--- src/rtl/sync_ram_pkg.sv ---
// Shared types and helpers for the simple-dual-port RAM family.
// Holds the sequencer state encoding, read-during-write mode constants and lane merge.
package sync_ram_pkg;

   typedef enum logic {
      CLEAR,
      RUN
   } ram_state_t;

   localparam int RDW_OLD = 0;
   localparam int RDW_NEW = 1;

   // Widest word and lane count the merge helper can serve; callers cast to and from these.
   localparam int MAX_N     = 256;
   localparam int MAX_LANES = 32;

   // Takes each lane whose mask bit is set from newWord, every other bit from oldWord.
   function automatic logic [MAX_N-1:0] laneMerge(
      input logic [MAX_N-1:0]     oldWord,
      input logic [MAX_N-1:0]     newWord,
      input logic [MAX_LANES-1:0] mask,
      input int                   laneW
   );
      logic [MAX_N-1:0]     bitMask;
      logic [MAX_LANES-1:0] shifted;
      bitMask = '0;
      for (int b = 0; b < MAX_N; b++) begin
         shifted = mask >> (b / laneW);
         bitMask = bitMask | (MAX_N'(shifted[0]) << b);
      end
      return (oldWord & ~bitMask) | (newWord & bitMask);
   endfunction

endpackage

--- src/rtl/sync_ram_clear_seq.sv ---
// Post-reset clear sequencer: walks every address once with a zero write, then opens the RAM.
module sync_ram_clear_seq
   import sync_ram_pkg::*;
#(
   parameter int M          = 32,
   parameter int INIT_CLEAR = 1,
   parameter int AddrSz     = (M > 1) ? $clog2(M) : 1
) (
   input  logic              clk,
   input  logic              reset,
   output logic              ready,
   output logic              clr_we,
   output logic [AddrSz-1:0] clr_addr
);

   localparam logic [AddrSz-1:0] LastAddr = AddrSz'(M - 1);

   ram_state_t        r_state;
   logic [AddrSz-1:0] r_ptr;
   logic              r_ready;

   // ready is its own register so it only ever reflects the settled state, never the inputs.
   always_ff @(posedge clk) begin
      if (reset) begin
         r_state <= (INIT_CLEAR != 0) ? CLEAR : RUN;
         r_ptr   <= '0;
         r_ready <= 1'b0;
      end else begin
         case (r_state)
            CLEAR: begin
               if (r_ptr == LastAddr) begin
                  r_state <= RUN;
                  r_ready <= 1'b1;
               end else begin
                  r_ptr <= r_ptr + 1'b1;
               end
            end
            RUN: begin
               r_ready <= 1'b1;
            end
         endcase
      end
   end

   assign ready    = r_ready;
   assign clr_we   = (r_state == CLEAR);
   assign clr_addr = r_ptr;

endmodule

--- src/rtl/sync_ram_dp.sv ---
// Simple-dual-port synchronous RAM with lane-masked writes, selectable read-during-write
// behaviour and a hardware clear after reset.
module sync_ram_dp
   import sync_ram_pkg::*;
#(
   parameter int N          = 32,
   parameter int M          = 32,
   parameter int LANES      = 4,
   parameter int RDW_MODE   = 0,
   parameter int INIT_CLEAR = 1,
   parameter int AddrSz     = (M > 1) ? $clog2(M) : 1
) (
   input  logic              clk,
   input  logic              reset,
   output logic              ready,
   input  logic              w_en,
   input  logic [AddrSz-1:0] w_addr,
   input  logic [N-1:0]      w_data,
   input  logic [LANES-1:0]  w_mask,
   input  logic              r_en,
   input  logic [AddrSz-1:0] r_addr,
   output logic [N-1:0]      r_data,
   output logic              r_valid
);

   localparam int LaneW = N / LANES;
   localparam logic [AddrSz:0] Depth = (AddrSz + 1)'(M);

   logic [N-1:0] r_mem [M];
   logic [N-1:0] r_rdData;
   logic         r_rdValid;

   logic              w_ready;
   logic              w_clrWe;
   logic [AddrSz-1:0] w_clrAddr;

   logic              w_wrInRange;
   logic              w_rdInRange;
   logic              w_userWr;
   logic [N-1:0]      w_wrMerged;
   logic              w_portWe;
   logic [AddrSz-1:0] w_portAddr;
   logic [N-1:0]      w_portData;
   logic [N-1:0]      w_rdOld;
   logic [N-1:0]      w_rdBypass;
   logic [N-1:0]      w_rdNext;

   sync_ram_clear_seq #(
      .M          (M),
      .INIT_CLEAR (INIT_CLEAR),
      .AddrSz     (AddrSz)
   ) u_clearSeq (
      .clk      (clk),
      .reset    (reset),
      .ready    (w_ready),
      .clr_we   (w_clrWe),
      .clr_addr (w_clrAddr)
   );

   assign ready = w_ready;

   assign w_wrInRange = ({1'b0, w_addr} < Depth);
   assign w_rdInRange = ({1'b0, r_addr} < Depth);
   assign w_userWr    = w_ready & w_en & w_wrInRange;

   assign w_wrMerged = N'(laneMerge(MAX_N'(r_mem[w_addr]), MAX_N'(w_data),
                                    MAX_LANES'(w_mask), LaneW));

   // While clearing, the sequencer owns the single write port and user writes are dropped.
   assign w_portWe   = w_clrWe | w_userWr;
   assign w_portAddr = w_clrWe ? w_clrAddr : w_addr;
   assign w_portData = w_clrWe ? '0 : w_wrMerged;

   // Same-address bypass only takes effect in new-data mode; out-of-range reads return zero.
   assign w_rdOld    = r_mem[r_addr];
   assign w_rdBypass = N'(laneMerge(MAX_N'(w_rdOld), MAX_N'(w_data),
                                    MAX_LANES'(w_mask), LaneW));
   always_comb begin
      w_rdNext = '0;
      if (w_rdInRange) begin
         if ((RDW_MODE == RDW_NEW) && w_en && (w_addr == r_addr)) begin
            w_rdNext = w_rdBypass;
         end else begin
            w_rdNext = w_rdOld;
         end
      end
   end

   always_ff @(posedge clk) begin
      if (!reset && w_portWe) begin
         r_mem[w_portAddr] <= w_portData;
      end
   end

   always_ff @(posedge clk) begin
      if (reset) begin
         r_rdData  <= '0;
         r_rdValid <= 1'b0;
      end else if (w_ready && r_en) begin
         r_rdData  <= w_rdNext;
         r_rdValid <= 1'b1;
      end else begin
         r_rdValid <= 1'b0;
      end
   end

   assign r_data  = r_rdData;
   assign r_valid = r_rdValid;

endmodule

--- config.mk ---
export PLATFORM = sky130hd
export DESIGN_NAME = sync_ram_dp
export DESIGN_NICKNAME = d
export VERILOG_FILES = /design/src/rtl/sync_ram_pkg.sv /design/src/rtl/sync_ram_clear_seq.sv /design/src/rtl/sync_ram_dp.sv
export SDC_FILE = /design/constraint.sdc
export NUM_CORES = 1
export LEC_CHECK = 0
export BUFFER_PORTS_ARGS = -buffer_cell sky130_fd_sc_hd__buf_2
export CORE_ASPECT_RATIO = 1.2
export CORE_MARGIN = 1
export CORE_UTILIZATION = 55
export DETAILED_ROUTE_END_ITERATION = 16
export HOLD_SLACK_MARGIN = 0.06
export PLACE_DENSITY = 0.7
export SYNTH_ARGS = -nofsm -noshare
export SYNTH_HDL_FRONTEND = slang
export SYNTH_SLANG_ARGS = --single-unit
--- constraint.sdc ---
create_clock -name clk -period 6.9 [get_ports clk]
set_input_delay 1.38 -clock clk [delete_from_list [all_inputs] [get_ports clk]]
set_output_delay 1.38 -clock clk [all_outputs]
set_load 0.02 [all_outputs]
== Word level (Yosys, flattened, before mapping) ==
Memory sizes are Yosys's and may differ from the RTL's. A register that Yosys moved wholly into a read port is not among the register bits.
Cells that the tools add are included.
Operators by class
  add/subtract/negate cells: 1
  eq/ne operators: 2
  multiplexer cells: 9
  bitwise operators: 39
  reduce and logical (&&, ||, !) cells: 4
Operators by type and width (count)
  bitwise AND 32 bit: 2
  bitwise OR 32 bit: 2
  two-way mux 32 bit: 1
  inverter 32 bit: 1
  bitwise OR 32 x 10 -> 32 bit: 1
  bitwise OR 32 x 11 -> 32 bit: 1
  bitwise OR 32 x 12 -> 32 bit: 1
  bitwise OR 32 x 13 -> 32 bit: 1
  bitwise OR 32 x 14 -> 32 bit: 1
  bitwise OR 32 x 15 -> 32 bit: 1
  bitwise OR 32 x 16 -> 32 bit: 1
  bitwise OR 32 x 17 -> 32 bit: 1
  bitwise OR 32 x 18 -> 32 bit: 1
  bitwise OR 32 x 19 -> 32 bit: 1
  bitwise OR 32 x 20 -> 32 bit: 1
  bitwise OR 32 x 21 -> 32 bit: 1
  bitwise OR 32 x 22 -> 32 bit: 1
  bitwise OR 32 x 23 -> 32 bit: 1
  bitwise OR 32 x 24 -> 32 bit: 1
  bitwise OR 32 x 25 -> 32 bit: 1
  bitwise OR 32 x 26 -> 32 bit: 1
  bitwise OR 32 x 27 -> 32 bit: 1
  bitwise OR 32 x 28 -> 32 bit: 1
  bitwise OR 32 x 29 -> 32 bit: 1
  other kinds (22): 29
Word-level totals
  register bits: 8
  bits in writable memories: 1024
  memories: 1
Memories
  r_mem: words 32, bits a word 32, read ports 2, clocked after memory_dff 1, write ports 1, RTL line sync_ram_dp.sv:29  | logic [N-1:0] r_mem [M];

== Depth between registers and ports, before layout ==
  depth in word-level cells: 35
  mapped depth: 8

== By module ==
Synthesis repeated with hierarchy kept, for this count alone.
Second synthesis, totals
  cell total of the unflattened synthesis: 2442
  area, all modules: 48432.7 um^2
By module, submodules not included
  sync_ram_dp: instances 1, cells an instance 2411, area an instance 48132.4 um^2
  sync_ram_clear_seq: instances 1, cells an instance 31, area an instance 300.3 um^2

== Worst setup path before layout ==
Ideal clock, no wire load.
  kind: in2reg
  start point: input port w_addr[2]
  end point: memory r_mem[12][0], enable pin
  library setup time: 421 ps
  arrival time: 3779 ps
  required time: 6479 ps
  setup slack: 2699 ps
  stages on the path: 6
  path buffers: 3
  path through: buf_2 buf_4 buf_1 mux2_2 nand2_1 nor2_1
On the way
  cells in the longest elaborated chain, start to end: 1
RTL lines
  start: declaration: RTL line sync_ram_dp.sv:17  | input logic [AddrSz-1:0] w_addr,
  two-way mux 5 bit: RTL line sync_ram_dp.sv:71  | assign w_portAddr = w_clrWe ? w_clrAddr : w_addr;
  end: declaration: RTL line sync_ram_dp.sv:29
Every way passes these cells.

== Worst setup path in the final report ==
  start point: input port w_addr[3]
  end point: memory r_mem[0][2] (data pin)
On the way
  cells in the longest elaborated chain, start to end: 4
RTL lines
  memory (32 x 32 bit)
  bitwise AND 32 bit: RTL line sync_ram_pkg.sv:31  | return (oldWord & ~bitMask) | (newWord & bitMask);
  bitwise OR 32 bit: RTL line sync_ram_pkg.sv:31
  two-way mux 32 bit: RTL line sync_ram_dp.sv:72  | assign w_portData = w_clrWe ? '0 : w_wrMerged;
  via w_portData[2]: RTL line sync_ram_dp.sv:43  | logic [N-1:0] w_portData;
The timed path passes the listed nets, and every way through them passes these cells.

==> impl_metrics.ini <==
[placed_design]
globalplace.congestion = 0.864
dpl_worst_slack_ns = 1.74
hpwl_mm = 84.3
io_buffers = 83

[die]
core_sq_mm = 0.0864
fp.dieW_um = 272
initial_core_util = 0.556
io_pins = 84
rows = 118
die_h_um = 326
die_area_sq_mm = 0.0886

[global_routing]
grt_max_degree = 118
antenna_found_initial = 1
grt_pass1_wl_mm = 209
grt_pass1_vias = 28325
globalRouteTotalUtil = 0.339
overflow = 0

[clock_tree]
cts_buffer_depth = 3
cts_hold_buf = 0
cts_root_buffer = clkbuf_16
postCtsSetupBuffers = 0
cts.reportedPaths.clkPinSlew_ns = 0.06
cts-resized-gates = 0
cts.sinks = 1064
clk_latency_ns = 0.69
htreeDepth = 3
cts_tree = built
cts_made_buffers = 103

[final_layout]
drive_gt1_frac = 0.352
multiInputGateArea_sq_mm = 0.0159
fillerInstances = 5890
num_antenna_cells = 0
register_area_sq_mm = 0.0316
layout.nets = 2523
area_growth_pct = 11.0

[timing]
clock.fmax_mhz = 216
grt_setup_unrepaired = false
worst_pin_slew_ns = 1.30
hold_violations = 0
setup_tns_ns = 0
maxSlewViolCount = 0
slew_headroom = 0.133
setup_violations = 0
finalCriticalPeriod_ns = 4.62
finalCritPeriodShare = 0.670
clock_skew_ns = 0.0283
worst_slack_ns = 2.28

[logic_synthesis]
yosysSeqAreaShare = 0.656
synth_top_family_by_area = multiplexers
synth.avg_cell_area_sq_um = 19.9
synthSimpleGateAreaFrac = 0.0126
synth_xor_area_frac = 0.000547
synthAdderAreaFrac = 0.000521
synthCells = 2411
synth_compound_area_frac = 0.0563
ys_ff_latch = 1064
synth_edf_count = 1024
async_flop_share = 0
post_synth_mux_area_share = 0.254
ys_types = 38
syn_area_sq_mm = 0.0481
synth_nets = 2463
synth_warnings = 0
synthFlopType = edfxtp_1

[route]
dr_total_vias = 28177
drt-pass1-iter-count = 10
wl_per_cell_um = 40.1
drtAntennaViolNets = 0
totalWireLength_mm = 148
drt_iter0_drc = 4276
viasPerCell = 7.62
drcViolationCount = 0

[run]
cap_violations = 0

[run_status]
status = complete, no violations

[power_and_ir_drop]
cellLeakagePower_uw = 0.0163
power.internal_uw = 10700
p_clk_frac = 0.421
peakVddDrop_mv = 0.183
power_density_mw_per_mm2 = 257
seqPwrFrac = 0.514
p_sw_frac = 0.218
power_switching_uw = 2980
p_comb_frac = 0.065

[worst_setup_path]
cp_slowest_cell = nor2b_4
required_ns = 7.21
worst-path-max-fanout = 32
crit_chain = buf_2 -> nor2b_4 -> buf_4 -> a22oi_1 -> a21oi_1 -> a221o_1
crit_path_end_kind = flop
start_kind = input pin
max_stage_delay_ns = 0.98
ff2ff_path_depth = 5
crit_type = in -> reg
worstPathArrival_ns = 4.93

[hold_path]
min_path_type = reg -> reg
hold_depth = 1
## Yosys cell counts, types with 8 or more instances
master	number	area [sq um]
mux4_2	480	10800
o22ai_1	152	951
dfxtp_1	40	801
nor2_1	68	255
a22oi_1	64	480
buf_4	21	158
clkbuf_1	96	360
buf_2	55	275
a211oi_1	8	60.1
mux2_2	66	743
a221o_1	28	280
a21oi_1	61	305
mux2i_1	66	661
nand2_1	29	109
o21ai_0	34	170
buf_1	21	78.8
o22a_1	8	70.1
edfxtp_1	1024	30700
a32o_1	32	320
## layout by cell type (no fill, tap or decap), drive strengths merged, types with 3 or more instances in the layout
cell / count
a211o: 4
a211oi: 8
a21oi: 61
a221o: 28
a22oi: 64
a32o: 32
and2: 5
and3: 5
buf: 151
bufinv: 11
clkbuf: 142
clkinv: 29
clkinvlp: 7
dfxtp: 40
edfxtp: 1024
inv: 9
mux2: 66
mux2i: 66
mux4: 480
nand2: 29
nand2b: 6
nand3b: 3
nor2: 68
nor2b: 3
o21ai: 34
o22a: 8
o22ai: 152
o32ai: 4
or2: 6
or3b: 3
## sequential cells by signal, summed over array words and instances (netlist names)
signal,flops
r_mem,1024
r_data,32
u_clearSeq.clr_addr,5
r_valid,1
u_clearSeq.r_state,1
u_clearSeq.ready,1
## per-layer routing
metal  share of wire  track usage
met5        0.000054            0
met4           0.048        0.153
met2            0.47        0.517
met1            0.36        0.471
met3            0.12       0.0785
## critical path, delay by kind of cell
family / cells / cell delay [ns]
buffers and inverters: 2 / 1.08
AND/OR/NAND/NOR: 1 / 0.98
AO/OA/AOI/OAI: 3 / 1.44
## power groups by stage
| stage | sequential (uW) | clock [uW] | combinational [uW] |
|---|---|---|---|
| 2_1_floorplan | 7170 | 0 | 606 |
| 3_3_place_gp | 7170 | 0 | 876 |
| 3_5_place_dp | 7170 | 0 | 883 |
| 4_1_cts | 7040 | 5780 | 887 |
| 5_1_grt | 7040 | 6010 | 928 |
| 6_report | 7040 | 5760 | 895 |
## path summary, 6_finish.rpt
check | start | to | slack, ns
worst min-delay path | r_data[6]$_SDFFE_PP0P_ | r_data[6]$_SDFFE_PP0P_ | 0.47
worst max-delay path | w_addr[3] | r_mem[0][2]$_DFFE_PP_ | 2.28
worst max register to register | u_clearSeq.r_state$_SDFF_PP0_ | r_mem[6][30]$_DFFE_PP_ | 2.82
worst min register to register | r_data[6]$_SDFFE_PP0P_ | r_data[6]$_SDFFE_PP0P_ | 0.47
## final cells by class
| type | count | area share |
|---|---|---|
| multi-input combinational | 1146 | 0.298 |
| inverter | 4 | 0.000281 |
| clock inverter | 52 | 0.0104 |
| timing repair buffer | 152 | 0.0200 |
| clock buffer | 141 | 0.0535 |
| tap | 1140 | 0.0267 |
| sequential | 1064 | 0.591 |
## metrics by stage
step	cells	total power, uW	utilization	area, sq um	hold WS [ns]
floorplan	2411	7770	-	48100	0.492
global placement	3506	8050	0.578	49900	0.451
detailed placement	3506	8060	0.578	49900	0.456
CTS	3699	13700	0.618	53300	0.470
global route	3699	14000	0.618	53300	0.489
finish	3699	13700	0.618	53300	0.466
## cells by family (layout without fill, tap and decap cells)
kind of cell | Yosys count | after routing
DFF | 1064 | 1064
muxes | 612 | 612
AOI/OAI and AO/OA | 395 | 395
buffers and inverters | 201 | 349
and+or+nand+nor | 134 | 134
xor gates and xnor gates | 3 | 3
adders and majority gates | 2 | 2
Power figures use the tool's default switching activity.
